**config.mk**
```make
export PLATFORM = sky130hd
export DESIGN_NAME = tile_pixel_assembler_flat
export DESIGN_NICKNAME = d
export VERILOG_FILES = /design/src/rtl/tile_pixel_assembler_if.sv /design/src/rtl/tile_pixel_assembler.sv /design/src/flat_wrapper.sv
export SDC_FILE = /design/constraint.sdc
export NUM_CORES = 1
export LEC_CHECK = 0
export ABC_AREA = 1
export CORE_MARGIN = 4
export CORE_UTILIZATION = 51
export DETAILED_ROUTE_END_ITERATION = 8
export GPL_TIMING_DRIVEN = 0
export HOLD_SLACK_MARGIN = 0.12
export PLACE_DENSITY = 0.91
export SLEW_MARGIN = 25
export SYNTH_ARGS = -nofsm -noshare
export SYNTH_HDL_FRONTEND = slang
export SYNTH_SLANG_ARGS = --single-unit
```
**constraint.sdc**
```tcl
create_clock -name clock -period 3.2 [get_ports clock]
set_input_delay 0.64 -clock clock [delete_from_list [all_inputs] [get_ports clock]]
set_output_delay 0.64 -clock clock [all_outputs]
set_load 0.005 [all_outputs]
```
**src/rtl/tile_pixel_assembler_if.sv**
```systemverilog
// Pixel-assembler bus: shifter-side tile inputs plus the registered pixel stream
// toward the line-buffer writer.
interface tile_pixel_assembler_if #(
    parameter int unsigned XW = 10
);
    logic          load_n;
    logic [5:0]    ser_in;
    logic          attr_hflip;
    logic [3:0]    attr_palette;
    logic          attr_prio;
    logic [XW-1:0] x_start;

    logic          pix_valid;
    logic [XW-1:0] pix_x;
    logic [6:0]    pix_color;
    logic          pix_opaque;
    logic          pix_prio;
    logic          tile_done;

    modport master (
        output load_n, ser_in, attr_hflip, attr_palette, attr_prio, x_start,
        input  pix_valid, pix_x, pix_color, pix_opaque, pix_prio, tile_done
    );

    modport slave (
        input  load_n, ser_in, attr_hflip, attr_palette, attr_prio, x_start,
        output pix_valid, pix_x, pix_color, pix_opaque, pix_prio, tile_done
    );
endinterface

```
**src/rtl/tile_pixel_assembler.sv**
```systemverilog
// Turns the 3-plane shifter's serial streams into one registered pixel per clock,
// with per-tile flip/palette/priority, screen X tracking and window gating.
module tile_pixel_assembler #(
    parameter int unsigned XW   = 10,
    parameter int unsigned HVIS = 384
) (
    input  logic                   clock,
    input  logic                   reset_n,
    tile_pixel_assembler_if.slave  bus
);

    typedef enum logic {ST_IDLE, ST_ACTIVE} state_t;

    state_t        state_q, state_d;
    logic [2:0]    k_q, k_d;
    logic          hflip_q, hflip_d;
    logic [3:0]    pal_q, pal_d;
    logic          prio_q, prio_d;
    logic [XW-1:0] xs_q, xs_d;

    logic          valid_q, valid_d;
    logic [XW-1:0] x_q, x_d;
    logic [6:0]    color_q, color_d;
    logic          opaque_q, opaque_d;
    logic          pprio_q, pprio_d;
    logic          done_q, done_d;

    logic [2:0]    idx;
    logic [XW-1:0] cur_x;

    always_ff @(posedge clock or negedge reset_n) begin
        if (!reset_n) begin
            state_q  <= ST_IDLE;
            k_q      <= '0;
            hflip_q  <= 1'b0;
            pal_q    <= '0;
            prio_q   <= 1'b0;
            xs_q     <= '0;
            valid_q  <= 1'b0;
            x_q      <= '0;
            color_q  <= '0;
            opaque_q <= 1'b0;
            pprio_q  <= 1'b0;
            done_q   <= 1'b0;
        end else begin
            state_q  <= state_d;
            k_q      <= k_d;
            hflip_q  <= hflip_d;
            pal_q    <= pal_d;
            prio_q   <= prio_d;
            xs_q     <= xs_d;
            valid_q  <= valid_d;
            x_q      <= x_d;
            color_q  <= color_d;
            opaque_q <= opaque_d;
            pprio_q  <= pprio_d;
            done_q   <= done_d;
        end
    end

    // A load always wins: it restarts the tile even mid-stream, truncating the old one.
    always_comb begin
        state_d = state_q;
        k_d     = k_q;
        hflip_d = hflip_q;
        pal_d   = pal_q;
        prio_d  = prio_q;
        xs_d    = xs_q;
        if (!bus.load_n) begin
            state_d = ST_ACTIVE;
            k_d     = '0;
            hflip_d = bus.attr_hflip;
            pal_d   = bus.attr_palette;
            prio_d  = bus.attr_prio;
            xs_d    = bus.x_start;
        end else if (state_q == ST_ACTIVE) begin
            if (k_q == 3'd7) begin
                state_d = ST_IDLE;
                k_d     = '0;
            end else begin
                k_d = k_q + 3'd1;
            end
        end
    end

    // Pixel sampled at this edge uses the attributes held before any capture at the same edge.
    always_comb begin
        for (int unsigned p = 0; p < 3; p++) begin
            idx[p] = hflip_q ? bus.ser_in[2*p+1] : bus.ser_in[2*p];
        end
        cur_x    = xs_q + XW'(k_q);
        valid_d  = 1'b0;
        x_d      = '0;
        color_d  = '0;
        opaque_d = 1'b0;
        pprio_d  = 1'b0;
        done_d   = 1'b0;
        if (state_q == ST_ACTIVE) begin
            valid_d  = 32'(cur_x) < HVIS;
            x_d      = cur_x;
            color_d  = {pal_q, idx};
            opaque_d = |idx;
            pprio_d  = prio_q;
            done_d   = (k_q == 3'd7);
        end
    end

    assign bus.pix_valid  = valid_q;
    assign bus.pix_x      = x_q;
    assign bus.pix_color  = color_q;
    assign bus.pix_opaque = opaque_q;
    assign bus.pix_prio   = pprio_q;
    assign bus.tile_done  = done_q;

endmodule

```
**src/flat_wrapper.sv**
```systemverilog
// flat-port wrapper written by rule: the top's interface ports become plain ports
module tile_pixel_assembler_flat 
#(
    parameter int unsigned XW   = 10,
    parameter int unsigned HVIS = 384
)
  (clock, reset_n, bus_load_n, bus_ser_in, bus_attr_hflip, bus_attr_palette, bus_attr_prio, bus_x_start, bus_pix_valid, bus_pix_x, bus_pix_color, bus_pix_opaque, bus_pix_prio, bus_tile_done);
  tile_pixel_assembler_if #(.XW(XW)) bus_i ();
  input  logic clock;
  input  logic reset_n;
  input wire logic [$bits(bus_i.load_n)-1:0] bus_load_n;
  input wire logic [$bits(bus_i.ser_in)-1:0] bus_ser_in;
  input wire logic [$bits(bus_i.attr_hflip)-1:0] bus_attr_hflip;
  input wire logic [$bits(bus_i.attr_palette)-1:0] bus_attr_palette;
  input wire logic [$bits(bus_i.attr_prio)-1:0] bus_attr_prio;
  input wire logic [$bits(bus_i.x_start)-1:0] bus_x_start;
  output wire logic [$bits(bus_i.pix_valid)-1:0] bus_pix_valid;
  output wire logic [$bits(bus_i.pix_x)-1:0] bus_pix_x;
  output wire logic [$bits(bus_i.pix_color)-1:0] bus_pix_color;
  output wire logic [$bits(bus_i.pix_opaque)-1:0] bus_pix_opaque;
  output wire logic [$bits(bus_i.pix_prio)-1:0] bus_pix_prio;
  output wire logic [$bits(bus_i.tile_done)-1:0] bus_tile_done;
  assign bus_i.load_n = bus_load_n;
  assign bus_i.ser_in = bus_ser_in;
  assign bus_i.attr_hflip = bus_attr_hflip;
  assign bus_i.attr_palette = bus_attr_palette;
  assign bus_i.attr_prio = bus_attr_prio;
  assign bus_i.x_start = bus_x_start;
  assign bus_pix_valid = bus_i.pix_valid;
  assign bus_pix_x = bus_i.pix_x;
  assign bus_pix_color = bus_i.pix_color;
  assign bus_pix_opaque = bus_i.pix_opaque;
  assign bus_pix_prio = bus_i.pix_prio;
  assign bus_tile_done = bus_i.tile_done;
  tile_pixel_assembler #(.XW(XW), .HVIS(HVIS)) u_core (.clock(clock), .reset_n(reset_n), .bus(bus_i));
endmodule
```
* Word-level counts from Yosys, hierarchy flattened
Index checks and enable logic that the tools add are counted.
** Cells by class
- Add/subtract/negate cells :: 2
- $mul :: 0
- Divide/modulo/power cells :: 0
- Magnitude comparators :: 1
- Equality and inequality tests :: 2
- Shift-type cells :: 0
- Muxes and demuxes :: 15
- Bitwise logic cells :: 0
- Reductions and logical operators :: 1
** Operators by type and width (number)
- adder 10 x 3 -> 10 bit :: 1
- less-than comparator 10 x 9 -> 1 bit, second input constant :: 1
- two-way mux 1 bit :: 10
- two-way mux 10 bit :: 1
- two-way mux 3 bit :: 3
- two-way mux 7 bit :: 1
- adder 3 x 1 -> 3 bit, second input constant :: 1
- equality test 3 bit, second input constant :: 1
- OR reduction 3 bit :: 1
- != test 2 x 1 -> 1 bit, second input constant :: 1
** Word-level totals
- Bits in registers :: 41
- Bits in latches :: 0
- Memory bits (writable) :: 0
- ROM bits :: 0
- Input port bits :: 25
- Output and inout bits :: 21
- Word-level logic and storage cells :: 33
- Memories kept :: 0

* Logic depth before layout (Yosys ltp)
- Word-level depth :: 4
- Mapped depth :: 12
- Mapped depth without buffers :: 12

* Least setup slack after synthesis
Ideal clock, no wire load.
- Kind :: flip-flop to flip-flop
- From :: register u_core.k_q[0]
- To :: register u_core.valid_q, in the netlist u_core.bus.pix_valid
- Setup time :: 0.117 ns
- Arrival time :: 1.423 ns
- Slack :: 1.661 ns
- Stages on the path, launching flop included :: 12
- Path buffers :: 0
- Clock period less this slack :: 1.539 ns
- Path through :: dfrtp_1 -> ha_1 -> inv_1 -> fa_1 -> inv_1 -> nand2_1 -> nand2_2 -> nand3_1 -> nand2_1 -> nand2_1 -> nor2_1 -> nor2_1
** On the way
- Longest elaborated chain between the ends :: 3
** RTL lines
- start: declaration :: RTL line tile_pixel_assembler.sv:15 : logic [2:0] k_q, k_d;
- start signal: assignment :: RTL line tile_pixel_assembler.sv:47 : k_q <= k_d;
- adder 10 x 3 -> 10 bit :: RTL line tile_pixel_assembler.sv:91 : cur_x = xs_q + XW'(k_q);
- less-than comparator 10 x 9 -> 1 bit :: RTL line tile_pixel_assembler.sv:99 : valid_d = 32'(cur_x) < HVIS;
- two-way mux 1 bit :: RTL line tile_pixel_assembler.sv:98 : if (state_q == ST_ACTIVE) begin
- net u_core.valid_d :: RTL line tile_pixel_assembler.sv:21 : logic valid_q, valid_d;
- end signal: assignment :: RTL line tile_pixel_assembler.sv:52 : valid_q <= valid_d;
- end: declaration :: RTL line tile_pixel_assembler.sv:21
The timed path passes the listed nets, and every way through them passes these cells.
A chain may end at the register's enable or synchronous reset.

* Final worst setup path
- From :: register u_core.color_q[0], in the netlist u_core.bus.pix_color[0]
- To :: output bus_pix_color[0]
** RTL lines
- start: declaration :: RTL line tile_pixel_assembler.sv:23 : logic [6:0] color_q, color_d;
- start signal: assignment :: RTL line tile_pixel_assembler.sv:54 : color_q <= color_d;
- end: declaration :: RTL line flat_wrapper.sv:19 : output wire logic [$bits(bus_i.pix_color)-1:0] bus_pix_color;
No word-level cell between the ends.

==> results.json <==
{
  "die_h_um": 66.36,
  "dp_hpwl_mm": 2.592,
  "track_usage": 0.1787,
  "routed_wl_mm": 3.351,
  "drt.antenna.violating_nets": 0,
  "hp-class": "in -> async",
  "wl_per_cell_um": 12.89,
  "fin_nets": 247,
  "vias": 1281,
  "pwr-share-comb": 0.210,
  "swShare": 0.2534,
  "synth_seq_area_share": 0.5908,
  "cp_top_family": "buffers and inverters",
  "cp-start-kind": "flip-flop",
  "cts_setup_buffers": 0,
  "cts_tree": "built",
  "synth_cell_types": 20,
  "grt.overflow.total": 0,
  "skew_ns": 0.006348,
  "postSynthAreaPerCell_um2": 10.59,
  "fp.dieW_um": 66.36,
  "p_per_area_mw_per_mm2": 468.9,
  "max_freq_mhz": 536.2,
  "crit_arrival_ns": 1.22,
  "period_share": 0.5828,
  "power_uw": 1083,
  "power.leakage_uw": 0.001123,
  "clk_pin_slew_ns": 0.11,
  "relSlewSlack": 0.7199,
  "tns_ns": 0,
  "cts_buffers": 5,
  "final-setup-viol-count": 0,
  "rsz0062_at_grt": "false",
  "syn_to_final_growth_pct": 33.00,
  "crit_path_max_incr_delay_ns": 0.53,
  "ir_drop_mv": 0.3537,
  "ctsRootBufferMaster": "clkbuf_4",
  "drt_iter0_drc": 49,
  "syn-cell-area_mm2": 0.001737,
  "antenna_found_initial": 0,
  "worstSetupPathType": "reg -> out",
  "p_switching_uw": 274.4,
  "synth_top_family_by_area": "simple AND/OR/NAND/NOR gates",
  "synth_compound_area_frac": 0.04971,
  "vias_per_cell": 4.927,
  "r2r_start": "u_core.k_q[0]$_DFFE_PN0P_",
  "hold_buffers": 0,
  "ys_warn_count": 0,
  "cp_num_buf_inv": 1,
  "clk_latency_ns": 0.35,
  "p_int_uw": 808.7,
  "final_hold_viol_count": 0,
  "reg2reg_to": "u_core.bus.pix_valid$_DFF_PN0_",
  "routabilityCongestion": 0.8378,
  "grt_pass1_wl_mm": 5.727,
  "required_ns": 2.56,
  "slew_violations": 0,
  "floorplan.initialDensity": 0.5508,
  "ios": 46,
  "grt_max_degree": 27,
  "syn_inst": 164,
  "rrSetupSlack_ns": 1.38,
  "drc": 0,
  "drive_gt1_frac": 0.1528,
  "dr.pass1.iters": 4,
  "cts.sinks": 41,
  "fill_cells": 225,
  "rr_worst_depth": 12,
  "sequentialPowerShare": 0.553,
  "die_area_mm2": 0.004403,
  "syn_nets": 195,
  "cts_buffer_depth": 2,
  "crit_chain": "clkdlybuf4s50_1",
  "post_cts_resize_count": 0,
  "end_kind": "primary output",
  "worst_pin_slew_ns": 0.4202,
  "critPathMaxFanout": 1,
  "max_cap_viol_count": 0,
  "grt_pass1_vias": 1285,
  "cp_slowest_cell": "clkdlybuf4s50_1",
  "h-tree-depth": 2,
  "power_frac_clock": 0.237,
  "status": "completed",
  "synthMuxAreaShare": 0.08862,
  "synth_xor_area_frac": 0.005043,
  "placeableCoreArea_mm2": 0.003153,
  "row_count": 20,
  "synth_seq_cells": 41,
  "yosys.area_share.adder": 0.04755,
  "synthSimpleGateAreaFrac": 0.1535,
  "diodes": 0,
  "port-buffer-count": 44,
  "period_minus_slack_ns": 1.865
}
-- per-stage QoR --
stage	util	area (um2)	worst slack [ns]	instances	hold slack (ns)
2_1_floorplan	-	1737	1.661	164	0.3444
3_3_place_gp	0.7079	2232	0.5709	252	0.4377
3_5_place_dp	0.7151	2255	1.467	253	0.4491
4_1_cts	0.7325	2310	1.323	260	0.2073
5_1_grt	0.7325	2310	1.245	260	0.1970
6_report	0.7325	2310	1.335	260	0.2057
-- worst max path at each step --
stage / slack [ns] / from / endpoint / cells after the start
global route: 1.24 / u_core.k_q[0]$_DFFE_PN0P_ / u_core.bus.pix_valid$_DFF_PN0_ / 12
CTS: 1.32 / u_core.bus.pix_color[0]$_DFF_PN0_ / bus_pix_color[0] / 1
floorplan: 1.66 / u_core.k_q[0]$_DFFE_PN0P_ / u_core.bus.pix_valid$_DFF_PN0_ / 11
global placement: 0.57 / reset_n / u_core.bus.pix_color[2]$_DFF_PN0_ / 1
finish: 1.34 / u_core.bus.pix_color[0]$_DFF_PN0_ / bus_pix_color[0] / 1
detailed placement: 1.47 / u_core.k_q[0]$_DFFE_PN0P_ / u_core.bus.pix_valid$_DFF_PN0_ / 12
-- cells in the final DEF (no fill, tap or decap), types with 2 or more instances in the layout --
master	synthesis	routed
clkdlybuf4s50_1	0	43
dfrtp_1	41	41
nand2_1	22	22
nor2_1	19	19
inv_1	18	18
nand3_1	11	11
mux2_2	11	11
a21oi_1	10	10
o21ai_0	6	6
nand2_2	5	5
ha_1	5	5
clkbuf_4	0	5
buf_2	3	4
mux2i_1	3	3
inv_2	2	2
buf_6	2	2
-- power groups by stage --
| stage | combinational (uW) | clock (uW) | sequential (uW) |
|---|---|---|---|
| global placement | 217 | 0 | 607 |
| detailed placement | 229 | 0 | 610 |
| CTS | 230 | 261 | 599 |
| floorplan | 95.6 | 0 | 610 |
| finish | 228 | 257 | 598 |
| global route | 255 | 294 | 605 |
-- registers in the layout, summed over array words and instances, names as in the netlist --
register	count
u_core.bus.pix_prio	1
u_core.bus.pix_valid	1
u_core.prio_q	1
u_core.bus.pix_color	7
u_core.k_q	3
u_core.pal_q	4
u_core.bus.pix_opaque	1
u_core.bus.tile_done	1
u_core.xs_q	10
u_core.state_q	1
u_core.bus.pix_x	10
u_core.hflip_q	1
-- area by class of cell --
type / instances / area [um2] / share of cell area
well taps: 44 / 55.05 / 0.02384
repair buffers: 45 / 462.9 / 0.2004
multi-input cells: 98 / 598.1 / 0.2589
clock buffers: 7 / 55.05 / 0.02384
inverters: 20 / 75.07 / 0.03250
flip-flops and latches: 41 / 1026 / 0.4442
plain buffers: 5 / 37.54 / 0.01625
-- routing by layer --
layer	part of all wire	track usage
met1	0.40	0.1993
met4	0.016	0.06853
met3	0.071	0.07483
met2	0.52	0.3011
met5	0	0
-- synth_stat cells --
master,instances,share of area
xnor2_1,1,0.0050
a31oi_1,1,0.0036
nand2_2,5,0.018
inv_2,2,0.0043
nor2_4,1,0.0065
mux2i_1,3,0.017
nor2_1,19,0.041
fa_1,1,0.012
buf_2,3,0.0086
nand3_2,1,0.0058
ha_1,5,0.036
o21ai_0,6,0.017
nor3_1,1,0.0029
inv_1,18,0.039
nand2_1,22,0.048
a21oi_1,10,0.029
nand3_1,11,0.032
mux2_2,11,0.071
buf_6,2,0.013
dfrtp_1,41,0.59
-- cell families after synthesis --
kind of cell / count (synthesis)
multiplexers: 14
AND/OR/NAND/NOR: 60
XOR/XNOR: 1
AO/OA/AOI/OAI: 17
adder cells (fa/ha/maj): 6
flip-flops: 41
buffers and inverters: 25
Power figures use the tool's default switching activity.
